<file path="src/rtl/pipeline_pkg.sv">
// Shared definitions for the 16-bit, 8-register pipeline: forwarding selects,
// register-zero constant and the decoded-control bundle carried between stages.
package pipeline_pkg;

  localparam int ALUOP_W  = 3;
  localparam int REG_ZERO = 0;

  typedef enum logic [1:0] {
    FWD_REGFILE = 2'b00,
    FWD_WB      = 2'b01,
    FWD_MEM     = 2'b10
  } fwd_sel_t;

  // Control bundle shared by the ID/EX, EX/MEM and MEM/WB registers.
  typedef struct packed {
    logic               reg_dst;
    logic               alu_src;
    logic [ALUOP_W-1:0] alu_op;
    logic               mem_read;
    logic               mem_write;
    logic               mem_to_reg;
    logic               reg_write;
    logic               valid;
  } ctrl_t;

endpackage

</file>
<file path="src/rtl/forward_unit.sv">
// Combinational EX-stage operand forwarding select; the nearer writer (MEM)
// beats the older one (WB), and register zero is never forwarded.
module forward_unit
  import pipeline_pkg::*;
#(
  parameter int REG_W = 3
) (
  input  logic             Mem_RegWrite,
  input  logic [REG_W-1:0] Mem_DestReg,
  input  logic             WB_RegWrite,
  input  logic [REG_W-1:0] WB_DestReg,
  input  logic [REG_W-1:0] EX_Rs,
  input  logic [REG_W-1:0] EX_Rt,
  output logic [1:0]       ForwardA,
  output logic [1:0]       ForwardB
);

  logic w_mem_live;
  logic w_wb_live;

  assign w_mem_live = Mem_RegWrite && (Mem_DestReg != REG_W'(REG_ZERO));
  assign w_wb_live  = WB_RegWrite  && (WB_DestReg  != REG_W'(REG_ZERO));

  function automatic fwd_sel_t select_src(input logic [REG_W-1:0] src);
    if (w_mem_live && (Mem_DestReg == src)) return FWD_MEM;
    if (w_wb_live  && (WB_DestReg  == src)) return FWD_WB;
    return FWD_REGFILE;
  endfunction

  // NOTE: every output of an always_comb gets a default first so no latch is inferred.
  always_comb begin
    ForwardA = FWD_REGFILE;
    ForwardB = FWD_REGFILE;
    ForwardA = select_src(EX_Rs);
    ForwardB = select_src(EX_Rt);
  end

endmodule

</file>
<file path="src/rtl/id_ex_hazard_reg.sv">
// ID/EX pipeline register with load-use stall detection, bubble insertion on
// stall/flush, EX forwarding selects and saturating stall/flush counters.
module id_ex_hazard_reg
  import pipeline_pkg::*;
#(
  parameter int DATA_W = 16,
  parameter int REG_W  = 3,
  parameter int CNT_W  = 16
) (
  input  logic               Clk,
  input  logic               Reset,
  input  logic               ID_RegDst,
  input  logic               ID_ALUSrc,
  input  logic               ID_MemRead,
  input  logic               ID_MemWrite,
  input  logic               ID_MemToReg,
  input  logic               ID_RegWrite,
  input  logic               ID_Valid,
  input  logic [ALUOP_W-1:0] ID_ALUOp,
  input  logic [DATA_W-1:0]  ID_ReadData1,
  input  logic [DATA_W-1:0]  ID_ReadData2,
  input  logic [DATA_W-1:0]  ID_Imm,
  input  logic [REG_W-1:0]   ID_Rs,
  input  logic [REG_W-1:0]   ID_Rt,
  input  logic [REG_W-1:0]   ID_Rd,
  input  logic               Flush,
  input  logic               Mem_RegWrite,
  input  logic [REG_W-1:0]   Mem_DestReg,
  input  logic               WB_RegWrite,
  input  logic [REG_W-1:0]   WB_DestReg,
  output logic               EX_RegDst,
  output logic               EX_ALUSrc,
  output logic               EX_MemRead,
  output logic               EX_MemWrite,
  output logic               EX_MemToReg,
  output logic               EX_RegWrite,
  output logic               EX_Valid,
  output logic [ALUOP_W-1:0] EX_ALUOp,
  output logic [DATA_W-1:0]  EX_ReadData1,
  output logic [DATA_W-1:0]  EX_ReadData2,
  output logic [DATA_W-1:0]  EX_Imm,
  output logic [REG_W-1:0]   EX_Rs,
  output logic [REG_W-1:0]   EX_Rt,
  output logic [REG_W-1:0]   EX_Rd,
  output logic               Stall,
  output logic [1:0]         ForwardA,
  output logic [1:0]         ForwardB,
  output logic [CNT_W-1:0]   StallCount,
  output logic [CNT_W-1:0]   FlushCount
);

  ctrl_t              w_id_ctrl;
  ctrl_t              r_ctrl;
  logic [DATA_W-1:0]  r_rd1;
  logic [DATA_W-1:0]  r_rd2;
  logic [DATA_W-1:0]  r_imm;
  logic [REG_W-1:0]   r_rs;
  logic [REG_W-1:0]   r_rt;
  logic [REG_W-1:0]   r_rd;
  logic [CNT_W-1:0]   r_stall_cnt;
  logic [CNT_W-1:0]   r_flush_cnt;
  logic               w_stall;

  assign w_id_ctrl = '{
    reg_dst:    ID_RegDst,
    alu_src:    ID_ALUSrc,
    alu_op:     ID_ALUOp,
    mem_read:   ID_MemRead,
    mem_write:  ID_MemWrite,
    mem_to_reg: ID_MemToReg,
    reg_write:  ID_RegWrite,
    valid:      ID_Valid
  };

  // Both ID specifiers are compared whether or not the instruction reads them.
  assign w_stall = !Flush && r_ctrl.mem_read && r_ctrl.valid &&
                   (r_rt != REG_W'(REG_ZERO)) &&
                   ((r_rt == ID_Rs) || (r_rt == ID_Rt));

  // NOTE: sequential state uses non-blocking assignments so all flops update together.
  always_ff @(posedge Clk) begin
    if (Reset || Flush || w_stall) begin
      r_ctrl <= '0;
      r_rd1  <= '0;
      r_rd2  <= '0;
      r_imm  <= '0;
      r_rs   <= '0;
      r_rt   <= '0;
      r_rd   <= '0;
    end else begin
      r_ctrl <= w_id_ctrl;
      r_rd1  <= ID_ReadData1;
      r_rd2  <= ID_ReadData2;
      r_imm  <= ID_Imm;
      r_rs   <= ID_Rs;
      r_rt   <= ID_Rt;
      r_rd   <= ID_Rd;
    end
  end

  // Event counters stick at all-ones so a long run never reads as a small count.
  always_ff @(posedge Clk) begin
    if (Reset) begin
      r_stall_cnt <= '0;
      r_flush_cnt <= '0;
    end else begin
      if (w_stall && (r_stall_cnt != '1)) r_stall_cnt <= r_stall_cnt + CNT_W'(1);
      if (Flush && (r_flush_cnt != '1))   r_flush_cnt <= r_flush_cnt + CNT_W'(1);
    end
  end

  forward_unit #(
    .REG_W (REG_W)
  ) u_forward_unit (
    .Mem_RegWrite (Mem_RegWrite),
    .Mem_DestReg  (Mem_DestReg),
    .WB_RegWrite  (WB_RegWrite),
    .WB_DestReg   (WB_DestReg),
    .EX_Rs        (r_rs),
    .EX_Rt        (r_rt),
    .ForwardA     (ForwardA),
    .ForwardB     (ForwardB)
  );

  assign EX_RegDst    = r_ctrl.reg_dst;
  assign EX_ALUSrc    = r_ctrl.alu_src;
  assign EX_MemRead   = r_ctrl.mem_read;
  assign EX_MemWrite  = r_ctrl.mem_write;
  assign EX_MemToReg  = r_ctrl.mem_to_reg;
  assign EX_RegWrite  = r_ctrl.reg_write;
  assign EX_Valid     = r_ctrl.valid;
  assign EX_ALUOp     = r_ctrl.alu_op;
  assign EX_ReadData1 = r_rd1;
  assign EX_ReadData2 = r_rd2;
  assign EX_Imm       = r_imm;
  assign EX_Rs        = r_rs;
  assign EX_Rt        = r_rt;
  assign EX_Rd        = r_rd;
  assign Stall        = w_stall;
  assign StallCount   = r_stall_cnt;
  assign FlushCount   = r_flush_cnt;

endmodule
</file>
<file path="config.mk">
export PLATFORM = sky130hd
export DESIGN_NAME = id_ex_hazard_reg
export DESIGN_NICKNAME = d
export VERILOG_FILES = /design/src/rtl/pipeline_pkg.sv /design/src/rtl/forward_unit.sv /design/src/rtl/id_ex_hazard_reg.sv
export SDC_FILE = /design/constraint.sdc
export NUM_CORES = 1
export LEC_CHECK = 0
export ABC_AREA = 1
export BUFFER_PORTS_ARGS = -buffer_cell sky130_fd_sc_hd__buf_2
export CAP_MARGIN = 25
export CELL_PAD_IN_SITES_DETAIL_PLACEMENT = 1
export CELL_PAD_IN_SITES_GLOBAL_PLACEMENT = 1
export CORE_AREA = 5 5 103 177
export CTS_CLUSTER_DIAMETER = 50
export DETAILED_ROUTE_END_ITERATION = 8
export DIE_AREA = 0 0 108 182
export GPL_TIMING_DRIVEN = 0
export PLACE_DENSITY = 0.69
export SETUP_SLACK_MARGIN = 0.1
export SYNTH_ARGS = -nofsm -noshare
export SYNTH_HDL_FRONTEND = slang
export SYNTH_SLANG_ARGS = --single-unit
</file>
<file path="constraint.sdc">
create_clock -name Clk -period 2.9 [get_ports Clk]
set_clock_uncertainty 0.2 [all_clocks]
set_input_delay 0.435 -clock Clk [delete_from_list [all_inputs] [get_ports Clk]]
set_output_delay 0.435 -clock Clk [all_outputs]
set_load 0.05 [all_outputs]
</file>
==> results of run 1 <==
==> per-layer routing <==
metal / GRT usage / share of wire
met3: 0.0416 / 0.069
met2: 0.263 / 0.56
met4: 0.0495 / 0.018
met1: 0.129 / 0.35
met5: 0 / 0.00085
==> state kept, by name, indices dropped and copies added, names as in the netlist <==
register and count:
EX_RegDst 1, EX_ALUOp 3, EX_ALUSrc 1, EX_MemToReg 1, EX_ReadData2 16, EX_Valid 1
EX_Imm 16, FlushCount 16, EX_RegWrite 1, EX_Rd 3, EX_MemRead 1, EX_Rs 3
EX_ReadData1 16, StallCount 16, EX_Rt 3, EX_MemWrite 1
==> power groups by stage <==
stage / Combinational [mW] / Sequential (mW) / Clock, mW
2_1_floorplan: 0.110 / 1.59 / 0
3_3_place_gp: 0.381 / 1.44 / 0
3_5_place_dp: 0.385 / 1.45 / 0
4_1_cts: 0.386 / 1.41 / 1.27
5_1_grt: 0.412 / 1.42 / 1.34
6_report: 0.378 / 1.41 / 1.21
==> worst register-to-register path: stages (launching register included) <==
cell	delay (ns)
dfxtp_1	0.38
ha_1	0.27
nand2_1	0.08
nor2_1	0.09
nand2_1	0.10
inv_1	0.07
nand2_1	0.05
nand2_1	0.19
inv_1	0.18
buf_2	0.23
a21oi_1	0.15
nor2_1	0.06
==> cell families (layout without fill, tap and decap cells) <==
family,count (synthesis),in the layout
other,0,1
XOR/XNOR,23,23
AND/OR/NAND/NOR,279,279
AO/OA/AOI/OAI,38,38
adder cells (fa/ha/maj),2,2
buffers and inverters,116,313
flip-flops,99,99
==> through the flow <==
stage	setup WS, ns	power [mW]
floorplan	0.286	1.70
global placement	0.493	1.83
detailed placement	0.496	1.83
CTS	0.267	3.07
global route	0.190	3.17
finish	0.330	3.00
==> Yosys cell counts <==
master    instances  area [um^2]
a31o_2            1         8.76
clkinv_1          1         3.75
a31oi_2           1         12.5
nor4_1            1         6.26
nor2_1          125          469
xor2_1           10         87.6
nor3_1            4         20.0
inv_2             3         11.3
nand3_2           2         20.0
nand4_1          11         68.8
xnor2_1          13          114
dfxtp_1          99         1980
ha_1              2         25.0
o31ai_1           2         15.0
buf_6             5         56.3
inv_1            98          368
buf_2             6         30.0
clkbuf_1          2         7.51
and2_1            1         6.26
nand3_1          27          135
nor2_2            2         12.5
o21bai_1          1         7.51
buf_4             1         7.51
a21oi_4           1         16.3
nand3b_1          2         15.0
a21oi_1          23          115
nand2_1         104          390
o21ai_0           9         45.0
==> area by class of cell <==
type | instances | area share
inverter | 102 | 0.0689
tap | 227 | 0.0511
timing repair buffer | 181 | 0.163
clock buffer | 12 | 0.0443
clock inverter | 4 | 0.00878
sequential | 99 | 0.357
buffer | 14 | 0.0182
antenna | 1 | 0.000450
multi-input combinational | 342 | 0.289
==> path summary, 6_finish.rpt <==
check / start / endpoint
min: ID_ReadData1[3] / EX_ReadData1[3]
max: EX_Rt[1] / Stall
min reg2reg: FlushCount[0] / FlushCount[0]
max reg2reg: FlushCount[0] / FlushCount[13]
==> cell usage in the layout, fill, tap and decap left out, drive strengths merged <==
cell and instances:
bufinv 1, o21bai 1, nand3b 2, xnor2 13, nor4 1, nand4 11
clkinv 3, nor2 127, a21oi 24, inv 102, o21ai 9, ha 2
dfxtp 99, a31o 1, a31oi 1, diode 1, nand3 29, nor3 4
o31ai 2, clkbuf 14, xor2 10, buf 193, and2 1, nand2 104
==> results.py, run 1 <==
metrics = {
    "finish": {
        "utilization": 0.333,
        "fin_area_um2": 5560,
        "nets": 829,
        "multi_input_area_um2": 1610,
        "instances_no_fill": 982,
        "seq_area_um2": 1980,
        "layout-drive-gt1-share": 0.289,
        "area_growth_pct": 37.0,
        "fillers": 2206,
    },
    "power": {
        "pwr-share-comb": 0.126,
        "ir_drop_uv": 246,
        "p_int_mw": 2.20,
        "total_leakage_power_nw": 2.92,
        "switching_share": 0.265,
        "p_per_area_nw_per_um2": 539,
        "power_frac_seq": 0.472,
        "switchingPower_uw": 796,
        "p_clk_frac": 0.402,
    },
    "floorplanning": {
        "core_um2": 16700,
        "boundaryPins": 182,
        "start_util": 0.243,
        "dieArea_um2": 19700,
        "num_rows": 63,
        "die_y_um": 182,
        "fp.dieW_um": 108,
    },
    "worst_setup_path": {
        "critPathMaxStageDelay_ns": 0.32,
        "worstPathCellList": "buf_6 -> xnor2_1 -> nand3_2 -> a21oi_4 -> buf_2 -> buf_2",
        "slowest_stage": "dfxtp_1",
        "cp_top_family": "buffers and inverters",
        "arrival_ns": 1.93,
        "crit_cells": 6,
        "end_kind": "output pin",
        "reg2regPathDepth": 11,
        "start_kind": "register",
        "critical_path_required_ns": 2.27,
        "crit_fanout": 10,
        "path_common_cell": "buf_2",
        "crit_type": "register to output pin",
        "crit_buf_inv": 3,
        "reg2reg_slack_ns": 0.76,
    },
    "global_routing": {
        "grt_max_degree": 16,
        "grt_pass1_vias": 4149,
        "antenna_found_initial": 2,
        "overflow": 0,
        "grtUsageTotal": 0.135,
        "grt_first_pass_wirelength_um": 20800,
    },
    "yosys": {
        "syn_area_um2": 4060,
        "synth.ff_latch_count": 99,
        "synth_fa_ha_area_frac": 0.00617,
        "avgSynthCellArea_um2": 7.28,
        "synth.yosys.warnings": 0,
        "yosys.area_share.simple": 0.282,
        "muxShareOfSynthArea": 0,
        "synth_nets": 637,
        "ys_types": 28,
        "synthCells": 557,
        "synth_top_family_by_area": "simple AND/OR/NAND/NOR gates",
        "ys_seq_area_frac": 0.489,
        "synth-compound-area-share": 0.0543,
        "synth_xor_area_frac": 0.0497,
    },
    "placed_design": {
        "gp_congestion": 0.787,
        "hpwl_um": 10600,
        "placed_cells": 965,
        "dpl_cell_area_um2": 5260,
        "io_buffers": 181,
    },
    "run_status": {
        "status": "finished clean",
    },
    "route": {
        "detail-route-antenna-nets": 0,
        "firstDrtPassIters": 3,
        "drc_errors": 0,
        "drt_iter0_markers": 45,
        "wl_um": 13000,
        "avgRoutedWirePerCell_um": 13.2,
        "viasPerCell": 4.13,
        "vias": 4055,
    },
    "timing": {
        "report.final.slew_viol_count": 0,
        "finalSetupViolations": 0,
        "fin_crit_sh": 0.886,
        "hold_slack_ns": 0.104,
        "final.min_clock_period_ns": 2.57,
        "tightest_slew_ns": 0.617,
        "rsz0062_at_grt": "false",
        "fmaxAchievable_mhz": 389,
        "fin_setup_tns_ns": 0,
        "max-slew-margin-rel": 0.589,
        "finalHoldViolations": 0,
    },
    "clock_tree": {
        "clock_latency_ns": 0.33,
        "post-cts-setup-buffer-count": 0,
        "clkSinkCount": 99,
        "ctsResizeCount": 0,
        "cts_tree": "built",
        "clock_path_buffers": 2,
        "ctsHoldBuffers": 0,
        "root_buffer": "clkbuf_16",
        "h-tree-depth": 3,
        "cts_buffers": 9,
        "clk_pin_slew_worst_paths_ns": 0.07,
    },
    "worst_hold_path": {
        "holdPathStages": 3,
        "hold_class": "input pin to register",
    },
    "run": {
        "maxCapViolCount": 0,
    },
}
Power figures use the tool's default switching activity.
==> run 2: changes to the inputs <==
CORE_AREA = 5 5 114 116   (was 5 5 103 177)
DIE_AREA = 0 0 119 121   (was 0 0 108 182)
PLACE_DENSITY = 0.9   (was 0.69)
==> results.py, run 2 (synthesis gave the netlist of run 1 again) <==
metrics = {
    "finish": {
        "num_antenna_cells": 0,
        "fillers": 1562,
        "instances_no_fill": 901,
        "mostFrequentLayoutCell": "buf_2",
        "layout-drive-gt1-share": 0.292,
        "layout_common_cells": "buf_2, nor2_1, nand2_1, dfxtp_1, inv_1",
        "nets": 829,
        "area_growth_pct": 34.5,
    },
    "timing": {
        "fin_crit_sh": 0.880,
        "final.min_clock_period_ns": 2.55,
        "finalHoldViolations": 0,
        "report.final.slew_viol_count": 0,
        "finalSetupViolations": 0,
        "max-slew-margin-rel": 0.638,
        "rsz0062_at_grt": "false",
        "tightest_slew_ns": 0.543,
        "fmaxAchievable_mhz": 392,
        "fin_setup_tns_ns": 0,
    },
    "route": {
        "avgRoutedWirePerCell_um": 13.8,
        "wl_um": 12500,
        "drc_errors": 0,
        "viasPerCell": 4.54,
        "vias": 4088,
        "firstDrtPassIters": 4,
        "drt_iter0_markers": 129,
        "detail-route-antenna-nets": 0,
    },
    "floorplanning": {
        "die_y_um": 121,
        "core_um2": 11800,
        "boundaryPins": 182,
        "dieArea_um2": 14400,
        "num_rows": 40,
        "fp.dieW_um": 119,
        "start_util": 0.343,
    },
    "run": {
        "maxCapViolCount": 0,
    },
    "worst_setup_path": {
        "end_kind": "output pin",
        "arrival_ns": 1.92,
        "critical_path_required_ns": 2.27,
        "crit_type": "register to output pin",
        "start_kind": "register",
        "crit_fanout": 10,
        "reg2reg_slack_ns": 0.73,
    },
    "clock_tree": {
        "h-tree-depth": 3,
        "clkSinkCount": 99,
        "ctsResizeCount": 0,
        "clk_pin_slew_worst_paths_ns": 0.07,
        "clock_latency_ns": 0.35,
        "cts_tree": "built",
        "post-cts-setup-buffer-count": 0,
        "root_buffer": "clkbuf_16",
        "cts_buffers": 9,
        "ctsHoldBuffers": 0,
        "clock_path_buffers": 2,
    },
    "global_routing": {
        "antenna_found_initial": 0,
        "grt_first_pass_wirelength_um": 20100,
        "grt_pass1_vias": 4217,
        "grtUsageTotal": 0.175,
        "overflow": 0,
        "grt_max_degree": 19,
    },
    "power": {
        "p_int_mw": 2.13,
        "switchingPower_uw": 850,
        "total_leakage_power_nw": 2.92,
        "pwr-share-comb": 0.128,
        "ir_drop_uv": 317,
        "p_per_area_nw_per_um2": 547,
        "p_clk_frac": 0.398,
        "power_frac_seq": 0.474,
        "switching_share": 0.285,
    },
    "placed_design": {
        "gp_congestion": 0.827,
        "hpwl_um": 10200,
        "io_buffers": 181,
        "placed_cells": 885,
    },
    "run_status": {
        "status": "finished clean",
    },
    "worst_hold_path": {
        "hold_class": "input pin to register",
    },
}
==> run 2: critical path, stage by stage, from the launching register on <==
cell	delay, ns
dfxtp_1	0.50
nand2_1	0.08
nand2_1	0.10
nand3_2	0.11
a21oi_4	0.24
buf_2	0.24
buf_2	0.30
==> run 2: final timing paths <==
kind,cells past startpoint,endpoint,start
max reg2reg,11,FlushCount[15],FlushCount[0]
min reg2reg,2,FlushCount[14],FlushCount[14]
min,3,EX_ReadData2[13],ID_ReadData2[13]
max,6,Stall,EX_Rt[2]
==> run 2: metal layers <==
metal | routed length, um | GRT usage
met1 | 4590 | 0.170
met2 | 6330 | 0.319
met3 | 1330 | 0.0830
met4 | 219 | 0.0673
met5 | 0 | 0
==> run 2: power groups by stage <==
stage                     Clock [mW]  Combinational (mW)  Sequential, mW
after global placement             0               0.379            1.44
after floorplan                    0               0.110            1.59
final                           1.19               0.381            1.41
after global routing            1.27               0.415            1.42
after CTS                       1.23               0.387            1.42
after detailed placement           0               0.387            1.45
==> run 2: layout make-up <==
type / instances / area, um^2 / share of cell area
Multi-Input combinational cell: 342 / 1610 / 0.294
Inverter: 102 / 383 / 0.0702
Clock inverter: 6 / 55.1 / 0.0101
Buffer: 14 / 101 / 0.0186
Timing Repair Buffer: 181 / 906 / 0.166
Tap cell: 147 / 184 / 0.0337
Clock buffer: 10 / 239 / 0.0438
Sequential cell: 99 / 1980 / 0.363
==> run 2: per-stage QoR <==
stage | total power, mW | instance area (um^2) | hold WS, ns | util | worst slack [ns]
detailed placement | 1.83 | 5160 | 0.292 | 0.437 | 0.537
global placement | 1.82 | 5160 | 0.288 | 0.437 | 0.545
CTS | 3.03 | 5460 | 0.0780 | 0.462 | 0.294
global route | 3.11 | 5460 | 0.0780 | 0.462 | 0.197
floorplan | 1.70 | 4070 | 0.304 | - | 0.286
finish | 2.98 | 5460 | 0.0939 | 0.462 | 0.347
